## src/rtl/rv_mem_arbiter_if.sv

```systemverilog
// RV memory bus bundle: one request/response channel of the 32-bit RV
// memory port. The requester side drives valid/addr/wdata/wstrb and the
// memory side answers with a one-cycle ready pulse and read data.
interface rv_mem_arbiter_if #(
  parameter int AW = 23
);
  logic          valid;
  logic [AW-1:0] addr;
  logic [31:0]   wdata;
  logic [3:0]    wstrb;
  logic          ready;
  logic [31:0]   rdata;

  modport master (
    output valid, addr, wdata, wstrb,
    input  ready, rdata
  );

  modport slave (
    input  valid, addr, wdata, wstrb,
    output ready, rdata
  );
endinterface

```

## src/rtl/rv_mem_arbiter.sv

```systemverilog
// Three-way arbiter for the shared RV memory port in front of the SDRAM
// controller. Requester 0 (flash loader) always wins; requesters 1 (CPU)
// and 2 (savestate/DMA) either alternate on a tie or use fixed priority.
// Only one transaction is in flight; the grant is held until the SDRAM
// completes, then the winner sees a single-cycle ready with its read data.
module rv_mem_arbiter #(
  parameter int AW = 23,
  parameter bit RR = 1'b1
) (
  input  logic             clk,
  input  logic             resetn,
  input  logic             ram_busy,
  rv_mem_arbiter_if.slave  m0,
  rv_mem_arbiter_if.slave  m1,
  rv_mem_arbiter_if.slave  m2,
  rv_mem_arbiter_if.master rv,
  output logic [2:0]       grant
);

  typedef enum logic [1:0] {
    IDLE,
    BUSY,
    DONE
  } state_t;

  state_t        state;
  logic          rv_valid_q;
  logic [AW-1:0] rv_addr_q;
  logic [31:0]   rv_wdata_q;
  logic [3:0]    rv_wstrb_q;
  logic [2:0]    ready_q;
  logic [31:0]   rdata0_q;
  logic [31:0]   rdata1_q;
  logic [31:0]   rdata2_q;
  logic          last2_q;

  logic [2:0]    win;
  logic [AW-1:0] sel_addr;
  logic [31:0]   sel_wdata;
  logic [3:0]    sel_wstrb;

  // Pick the one-hot winner among the currently valid requesters.
  always_comb begin
    win = 3'b000;
    if (m0.valid) begin
      win = 3'b001;
    end else if (m1.valid && m2.valid) begin
      win = (RR && !last2_q) ? 3'b100 : 3'b010;
    end else if (m1.valid) begin
      win = 3'b010;
    end else if (m2.valid) begin
      win = 3'b100;
    end
  end

  // Route the winner's request fields toward the downstream registers.
  always_comb begin
    sel_addr  = m0.addr;
    sel_wdata = m0.wdata;
    sel_wstrb = m0.wstrb;
    case (win)
      3'b010: begin
        sel_addr  = m1.addr;
        sel_wdata = m1.wdata;
        sel_wstrb = m1.wstrb;
      end
      3'b100: begin
        sel_addr  = m2.addr;
        sel_wdata = m2.wdata;
        sel_wstrb = m2.wstrb;
      end
      default: begin
        sel_addr  = m0.addr;
        sel_wdata = m0.wdata;
        sel_wstrb = m0.wstrb;
      end
    endcase
  end

  // Transaction FSM: latch a winner, wait for the SDRAM, pulse ready once.
  always_ff @(posedge clk or negedge resetn) begin
    if (!resetn) begin
      state      <= IDLE;
      rv_valid_q <= 1'b0;
      rv_addr_q  <= '0;
      rv_wdata_q <= '0;
      rv_wstrb_q <= '0;
      grant      <= 3'b000;
      ready_q    <= 3'b000;
      rdata0_q   <= '0;
      rdata1_q   <= '0;
      rdata2_q   <= '0;
      last2_q    <= 1'b1;
    end else begin
      case (state)
        IDLE: begin
          if (!ram_busy && (win != 3'b000)) begin
            rv_valid_q <= 1'b1;
            rv_addr_q  <= sel_addr;
            rv_wdata_q <= sel_wdata;
            rv_wstrb_q <= sel_wstrb;
            grant      <= win;
            state      <= BUSY;
          end
        end
        BUSY: begin
          if (rv.ready) begin
            rv_valid_q <= 1'b0;
            grant      <= 3'b000;
            ready_q    <= grant;
            if (grant[0]) rdata0_q <= rv.rdata;
            if (grant[1]) rdata1_q <= rv.rdata;
            if (grant[2]) rdata2_q <= rv.rdata;
            if (grant[1]) last2_q <= 1'b0;
            if (grant[2]) last2_q <= 1'b1;
            state      <= DONE;
          end
        end
        DONE: begin
          ready_q <= 3'b000;
          state   <= IDLE;
        end
        default: begin
          state <= IDLE;
        end
      endcase
    end
  end

  assign rv.valid = rv_valid_q;
  assign rv.addr  = rv_addr_q;
  assign rv.wdata = rv_wdata_q;
  assign rv.wstrb = rv_wstrb_q;

  assign m0.ready = ready_q[0];
  assign m1.ready = ready_q[1];
  assign m2.ready = ready_q[2];
  assign m0.rdata = rdata0_q;
  assign m1.rdata = rdata1_q;
  assign m2.rdata = rdata2_q;

endmodule

```

## src/flat_wrapper.sv

```systemverilog
// flat-port wrapper written by rule: the top's interface ports become plain ports
module rv_mem_arbiter_flat 
#(
  parameter int AW = 23,
  parameter bit RR = 1'b1
)
  (clk, resetn, ram_busy, grant, m0_valid, m0_addr, m0_wdata, m0_wstrb, m0_ready, m0_rdata, m1_valid, m1_addr, m1_wdata, m1_wstrb, m1_ready, m1_rdata, m2_valid, m2_addr, m2_wdata, m2_wstrb, m2_ready, m2_rdata, rv_valid, rv_addr, rv_wdata, rv_wstrb, rv_ready, rv_rdata);
  rv_mem_arbiter_if #(.AW(AW)) m0_i ();
  rv_mem_arbiter_if #(.AW(AW)) m1_i ();
  rv_mem_arbiter_if #(.AW(AW)) m2_i ();
  rv_mem_arbiter_if #(.AW(AW)) rv_i ();
  input  logic clk;
  input  logic resetn;
  input  logic ram_busy;
  output logic [2:0] grant;
  input wire logic [$bits(m0_i.valid)-1:0] m0_valid;
  input wire logic [$bits(m0_i.addr)-1:0] m0_addr;
  input wire logic [$bits(m0_i.wdata)-1:0] m0_wdata;
  input wire logic [$bits(m0_i.wstrb)-1:0] m0_wstrb;
  output wire logic [$bits(m0_i.ready)-1:0] m0_ready;
  output wire logic [$bits(m0_i.rdata)-1:0] m0_rdata;
  input wire logic [$bits(m1_i.valid)-1:0] m1_valid;
  input wire logic [$bits(m1_i.addr)-1:0] m1_addr;
  input wire logic [$bits(m1_i.wdata)-1:0] m1_wdata;
  input wire logic [$bits(m1_i.wstrb)-1:0] m1_wstrb;
  output wire logic [$bits(m1_i.ready)-1:0] m1_ready;
  output wire logic [$bits(m1_i.rdata)-1:0] m1_rdata;
  input wire logic [$bits(m2_i.valid)-1:0] m2_valid;
  input wire logic [$bits(m2_i.addr)-1:0] m2_addr;
  input wire logic [$bits(m2_i.wdata)-1:0] m2_wdata;
  input wire logic [$bits(m2_i.wstrb)-1:0] m2_wstrb;
  output wire logic [$bits(m2_i.ready)-1:0] m2_ready;
  output wire logic [$bits(m2_i.rdata)-1:0] m2_rdata;
  output wire logic [$bits(rv_i.valid)-1:0] rv_valid;
  output wire logic [$bits(rv_i.addr)-1:0] rv_addr;
  output wire logic [$bits(rv_i.wdata)-1:0] rv_wdata;
  output wire logic [$bits(rv_i.wstrb)-1:0] rv_wstrb;
  input wire logic [$bits(rv_i.ready)-1:0] rv_ready;
  input wire logic [$bits(rv_i.rdata)-1:0] rv_rdata;
  assign m0_i.valid = m0_valid;
  assign m0_i.addr = m0_addr;
  assign m0_i.wdata = m0_wdata;
  assign m0_i.wstrb = m0_wstrb;
  assign m0_ready = m0_i.ready;
  assign m0_rdata = m0_i.rdata;
  assign m1_i.valid = m1_valid;
  assign m1_i.addr = m1_addr;
  assign m1_i.wdata = m1_wdata;
  assign m1_i.wstrb = m1_wstrb;
  assign m1_ready = m1_i.ready;
  assign m1_rdata = m1_i.rdata;
  assign m2_i.valid = m2_valid;
  assign m2_i.addr = m2_addr;
  assign m2_i.wdata = m2_wdata;
  assign m2_i.wstrb = m2_wstrb;
  assign m2_ready = m2_i.ready;
  assign m2_rdata = m2_i.rdata;
  assign rv_valid = rv_i.valid;
  assign rv_addr = rv_i.addr;
  assign rv_wdata = rv_i.wdata;
  assign rv_wstrb = rv_i.wstrb;
  assign rv_i.ready = rv_ready;
  assign rv_i.rdata = rv_rdata;
  rv_mem_arbiter #(.AW(AW), .RR(RR)) u_core (.clk(clk), .resetn(resetn), .ram_busy(ram_busy), .m0(m0_i), .m1(m1_i), .m2(m2_i), .rv(rv_i), .grant(grant));
endmodule
```

## config.mk

```make
export PLATFORM = sky130hd
export DESIGN_NAME = rv_mem_arbiter_flat
export DESIGN_NICKNAME = d
export VERILOG_FILES = /design/src/rtl/rv_mem_arbiter_if.sv /design/src/rtl/rv_mem_arbiter.sv /design/src/flat_wrapper.sv
export SDC_FILE = /design/constraint.sdc
export NUM_CORES = 1
export LEC_CHECK = 0
export ABC_AREA = 1
export ABC_CLOCK_PERIOD_IN_PS = 1900
export CELL_PAD_IN_SITES_DETAIL_PLACEMENT = 1
export CELL_PAD_IN_SITES_GLOBAL_PLACEMENT = 2
export CORE_ASPECT_RATIO = 1.5
export CORE_MARGIN = 2
export CORE_UTILIZATION = 34
export DETAILED_ROUTE_END_ITERATION = 8
export DONT_BUFFER_PORTS = 1
export PLACE_DENSITY_LB_ADDON = 0.05
export SYNTH_ARGS = -nofsm -noshare
export SYNTH_HDL_FRONTEND = slang
export SYNTH_SLANG_ARGS = --single-unit
```

## constraint.sdc

```tcl
create_clock -name clk -period 1.9 [get_ports clk]
set_clock_uncertainty 0.2 [all_clocks]
set_input_delay 0.285 -clock clk [delete_from_list [all_inputs] [get_ports clk]]
set_output_delay 0.285 -clock clk [all_outputs]
set_load 0.05 [all_outputs]
```

### Yosys cells after proc, flatten, opt, wreduce, memory -nomap -nowiden

Cells that the tools add are included.

* output and inout port bits: 162
* logic and storage cells: 54
* bits of input ports: 216
* register bits: 165

* reduce and logical (&&, ||, !) cells: 16
* eq/ne operators: 6
* mux-type cells: 21

Operator list (number)
* 32-bit one-hot mux with 2 select lines: 1
* 23-bit one-hot mux with 2 select lines: 1
* 3-bit two-way mux: 8
* 3-bit AND reduction: 5
* 3-bit one-hot mux with 2 select lines: 2
* 4-bit one-hot mux with 2 select lines: 1
* 2-bit AND reduction: 3
* 2-bit nonzero test: 3
* 1-bit two-way mux: 4
* 2-bit two-way mux: 2
* 2-bit one-hot mux with 2 select lines: 1
* 3-bit by 2-bit == test with 1-bit output, second input constant: 1
* 3-bit == test, second input constant: 1
* 3-bit nonzero test: 1
* 2-bit by 1-bit == test with 1-bit output, second input constant: 1
* 2-bit == test, second input constant: 1
* 1-bit logical AND: 2
* 2-bit zero test: 1
* 2-bit by 1-bit inequality test with 1-bit output, second input constant: 1
* 2-bit inequality test, second input constant: 1
* 1-bit one-hot mux with 2 select lines: 1
* 1-bit zero test: 1

### Logic depth before layout (Yosys ltp)

* depth after elaboration: 8
* depth in mapped cells: 9
* depth with buffers taken out: 7

### Worst setup path before layout

Ideal clock, no wire load.

* path kind: register -> register
* start: reg u_core.grant[1]
* end: reg u_core.rdata1_q[25], in the netlist u_core.m1.rdata[25]
* data arrival time: 1.213 ns
* cell stages (with the launch flop): 6
* library setup time: 0.131 ns
* data required time: 1.569 ns
* period minus slack after synthesis: 1.544 ns
* setup slack: 0.356 ns
* buffers on the path: 2
* cells stage by stage: dfrtp_1 -> nand2_1 -> buf_2 -> buf_6 -> nand2_1 -> o21ai_0

* cells in the longest elaborated chain, start to end: 1

RTL lines
* from (decl): RTL line rv_mem_arbiter.sv:17 `output logic [2:0] grant`
* from (signal assigned): RTL line rv_mem_arbiter.sv:102 `grant <= win;`
* 3-bit AND reduction (no line)
* to (signal assigned): RTL line rv_mem_arbiter.sv:112 `if (grant[1]) rdata1_q <= rv.rdata;`
* to (decl): RTL line rv_mem_arbiter.sv:33 `logic [31:0] rdata1_q;`

No other way between the ends.
A chain may end at the register's enable or synchronous reset.

### Final worst setup path

* start: reg u_core.last2_q
* end: reg u_core.grant[2]

* cells in the longest elaborated chain, start to end: 7
* elaborated cells between the ends (all ways): 9
* those cells by class: 1 x eq/ne; 5 x mux; 3 x reduce/logical

RTL lines
* from (decl): RTL line rv_mem_arbiter.sv:35 `logic last2_q;`
* from (signal assigned): RTL line rv_mem_arbiter.sv:93 `last2_q <= 1'b1;`
* from (signal assigned): RTL line rv_mem_arbiter.sv:114 `if (grant[1]) last2_q <= 1'b0;`
* from (signal assigned): RTL line rv_mem_arbiter.sv:115 `if (grant[2]) last2_q <= 1'b1;`
* 3-bit two-way mux (*): RTL line rv_mem_arbiter.sv:48 `win = (RR && !last2_q) ? 3'b100 : 3'b010;`
* 3-bit two-way mux (*): RTL line rv_mem_arbiter.sv:47 `end else if (m1.valid && m2.valid) begin`
* 3-bit two-way mux (*): RTL line rv_mem_arbiter.sv:45 `if (m0.valid) begin`
* 3-bit nonzero test: RTL line rv_mem_arbiter.sv:97 `if (!ram_busy && (win != 3'b000)) begin`
* 1-bit logical AND: RTL line rv_mem_arbiter.sv:97
* 2-bit by 1-bit inequality test with 1-bit output (no line)
* 3-bit AND reduction (no line)

Mark *: on every way between the ends. The rest lies on a longest branch, timed or not. The select of a mux whose other input is x is not followed.

==> results by group <==
Yosys
  – Post-synthesis compound-gate area fraction: 0.06735
  – Post-synthesis xor/xnor area fraction: 0
  – Cell taking the most area after synthesis: dfrtp_1
  – Seq/Total Area, Yosys: 0.5422
  – Cells after synthesis: slightly above 900
  – Simple-Gate Fraction of Synth Area: 0.3141
  – Synth Warn #: 0
  – Synthesized flop and latch total: between 150 and 200
  – Cell area after synthesis: between 0.007 and 0.008 sq mm
  – Synth top area cells: dfrtp_1 54%, nand2_1 14%, nand3_1 12%
  – Syn_area_per_cell: about 8.3 sq um
  – Multiplexer share of the synthesized area: 0
  – Post-Synth Adder-Cell Area: 0
  – Post-synth cell types: 18
  – Syn nets: 1137
  – Main combinational cell family by area after synthesis: simple AND/OR/NAND/NOR gates
  – Post-synth top area share: 0.5388

Route
  – Drt drc: 0
  – DR pass1 iterations: 5
  – Via Count: about 7500
  – Starting DRC count in detailed routing: 402
  – Remaining antenna violation count: 0
  – Via density per instance: approximately 5.4
  – Total wire length: 30.08 mm
  – WL/cell: 21.72 microns

Final layout
  – Diode count: 0
  – Layout cell share with drive strength beyond 1: 0.06402
  – Area delta synth->final: 38.90%
  – Final #Nets: between 1000 and 1500
  – Final cell area excluding filler cells: 0.01058 sq mm

Global routing
  – Grt met2 use: 0.4450
  – Total gr overflow: 0
  – Vias in the first global route: ~8200
  – Largest net degree at the start of global routing: 166
  – Busiest grt layer: met2
  – Met1 Use GR: 0.2846
  – Total track usage: 0.2554
  – Met3 Usage GRT: 0.08038
  – First-pass GRT wire length: about 47 mm
  – Initial antenna violation count: 0

Clocking
  – CTS clock-pin slew for the worst setup and hold paths: ~0.060 ns
  – Num CTS Buffers: 17
  – Post-CTS Setup Inserts: 0
  – Clock Latency Late Sink: between 0.4 and 0.5 ns
  – Clock buffer depth: 2
  – Root buffer cell: clkbuf_16
  – Sink Count: about 170
  – CTS Hold Bufs: between 200 and 250
  – H-tree Lvls: 4
  – TritonCTS clock tree: done

Floorplanning
  – Area of the core: between 0.02 and 0.025 sq mm
  – Initial core utilization: 0.3429
  – Die area: between 0.02 and 0.025 sq mm
  – Row count: 67
  – Ports: 378
  – Die Height: 187.3 microns
  – DIE WIDTH: 126.2 microns

Worst hold path
  – Hold Crit Class: in2async

Run status
  – Violated checks: negative hold slack
  – Status: complete, but fails checks

Worst setup path
  – Crit start category: flip-flop
  – Reg2Reg Capture Point: u_core.grant[2]$_DFFE_PN0P_
  – CP arrival: between 1.5 and 2 ns
  – WS Path Type: reg2reg
  – FF-to-FF setup slack: about 0.10 ns
  – CP Max Fanout: 15
  – WP buf/inv: 2
  – Req. time, crit path: around 2.0 ns
  – CP delay by family, top: buffers and inverters
  – WP depth: 5
  – CP Capture Type: flip-flop
  – CP endpoint: u_core.grant[2]$_DFFE_PN0P_
  – Critical Path, Cell by Cell: nand2_2 > buf_4 > nand4_1 > dlygate4sd3_1 > nand2_1
  – Worst R2R Path Depth: 5
  – Crit-path slowest cell: dfstp_2
  – Reg-to-Reg Start: u_core.last2_q$_DFFE_PN1P_
  – CP peak stage delay: ~0.55 ns
  – Crit path launch: u_core.last2_q$_DFFE_PN1P_

Power and ir drop
  – Pwr per Cell Area: about 1700 mW/mm^2
  – Max VDD drop: 630.5 uV
  – P_leak: 5.045 nW
  – Pwr Total: approximately 18 mW

Placed design
  – Count of input and output buffers: 0
  – Placed Instance Area: between 0.007 and 0.008 sq mm
  – Place WS: approximately 0.17 ns
  – RePlAce Congestion: about 0.82
  – Dpl hpwl: about 19 mm

STA
  – Final Hold Slack: -0.6492 ns
  – Crit path time final: approximately 1.8 ns
  – Setup WS post-layout: 0.1035 ns
  – Fmax: about 0.56 GHz
  – RSZ-0062 raised after global routing: false
  – Worst-Margin Slew: roughly 0.67 ns
  – Hold Vio Cnt, Final: roughly 170
  – Setup TNS: 0 ns
  – Max-slew violation count: 0
  – Rel. slew slack: 0.5523
  – Final period util: 0.9455
  – Setup Viol. Count Final: 0

Flow run
  – Maxcap violations: 0
metal layers:
layer | wire length [microns] | share of wire
met1 | 11050 | 0.37
met2 | 15430 | 0.51
met3 | 2398 | 0.080
met4 | 1201 | 0.040
met5 | 0 | 0
per-stage QoR:
step	util	cells
2_1_floorplan	-	921
3_3_place_gp	0.3533	1143
3_5_place_dp	0.3533	1143
4_1_cts	0.4761	1385
5_1_grt	0.4763	1385
6_report	0.4763	1385
placed cells by master, fill, tap and decap left out, types with 5 or more instances in the layout:
cell	n
o21ai_1	52
clkbuf_16	17
dlygate4sd3_1	210
nand2_1	281
nand4_1	60
nand2_2	9
o21ai_0	49
buf_12	9
inv_1	37
nand3_1	181
buf_4	14
inv_2	5
dfrtp_1	164
cell usage after synthesis:
master	number
nand2_1	289
nand3_1	181
dfrtp_1	164
nand4_1	60
o21ai_1	52
o21ai_0	49
inv_1	37
buf_2	33
clkbuf_1	23
buf_4	9
buf_6	8
inv_2	5
buf_1	4
nor2_1	2
nor2_2	2
dfstp_2	1
nand2_2	1
o31ai_1	1
sequential cells by signal, indices dropped and copies added, names as in the netlist, 2 cells and up:
name / count
u_core.ready_q: 3
u_core.m1.rdata: 32
u_core.grant: 3
u_core.state: 2
u_core.rv.wstrb: 4
u_core.rv.addr: 23
u_core.m0.rdata: 32
u_core.m2.rdata: 32
u_core.rv.wdata: 32
repair_timing:
action / 4_1_cts / 5_1_grt
endpoints found under the setup margin: 0 / 1
gates resized for setup: 0 / 1
hold endpoints to repair: 326 / 165
how the worst min path moves through the flow:
stage	cells after the start	end	slack, ns
global route	0	u_core.rv.addr[16]$_DFFE_PN0P_	-0.67
floorplan	0	u_core.grant[0]$_DFFE_PN0P_	-0.21
CTS	0	u_core.m0.rdata[1]$_DFFE_PN0P_	-0.68
global placement	0	u_core.m1.rdata[31]$_DFFE_PN0P_	-0.21
detailed placement	0	u_core.m1.rdata[31]$_DFFE_PN0P_	-0.21
finish	0	u_core.m2.rdata[1]$_DFFE_PN0P_	-0.65
worst register-to-register path: cells and delay by family (launching register included):
| family | cells | cell delay (ns) |
|---|---|---|
| flops | 1 | 0.55 |
| buf+inv | 2 | 0.74 |
| simple gates | 3 | 0.20 |
power breakdown:
part / leakage, nW / switching (mW) / internal, mW / total [mW]
combinational: 2.67 / 1.69 / 1.24 / 2.93
sequential: 2.09 / 6.47 / 4.88 / 11.3
clock: 0.283 / 1.45 / 2.10 / 3.55
layout make-up:
cell class              instances  area, sq um
clock buffers                  20        446.7
clock inverters                11        152.6
fillers                      2557        11630
inverters                      42        157.7
multi-input cells             637         2933
flip-flops and latches        165         4130
well taps                     276        345.3
repair buffers                234         2415
cells by family after synthesis:
group | Yosys count
DFF | 165
and+or+nand+nor | 535
AOI/OAI and AO/OA | 102
buffers and inverters | 119
Power figures use the tool's default switching activity.
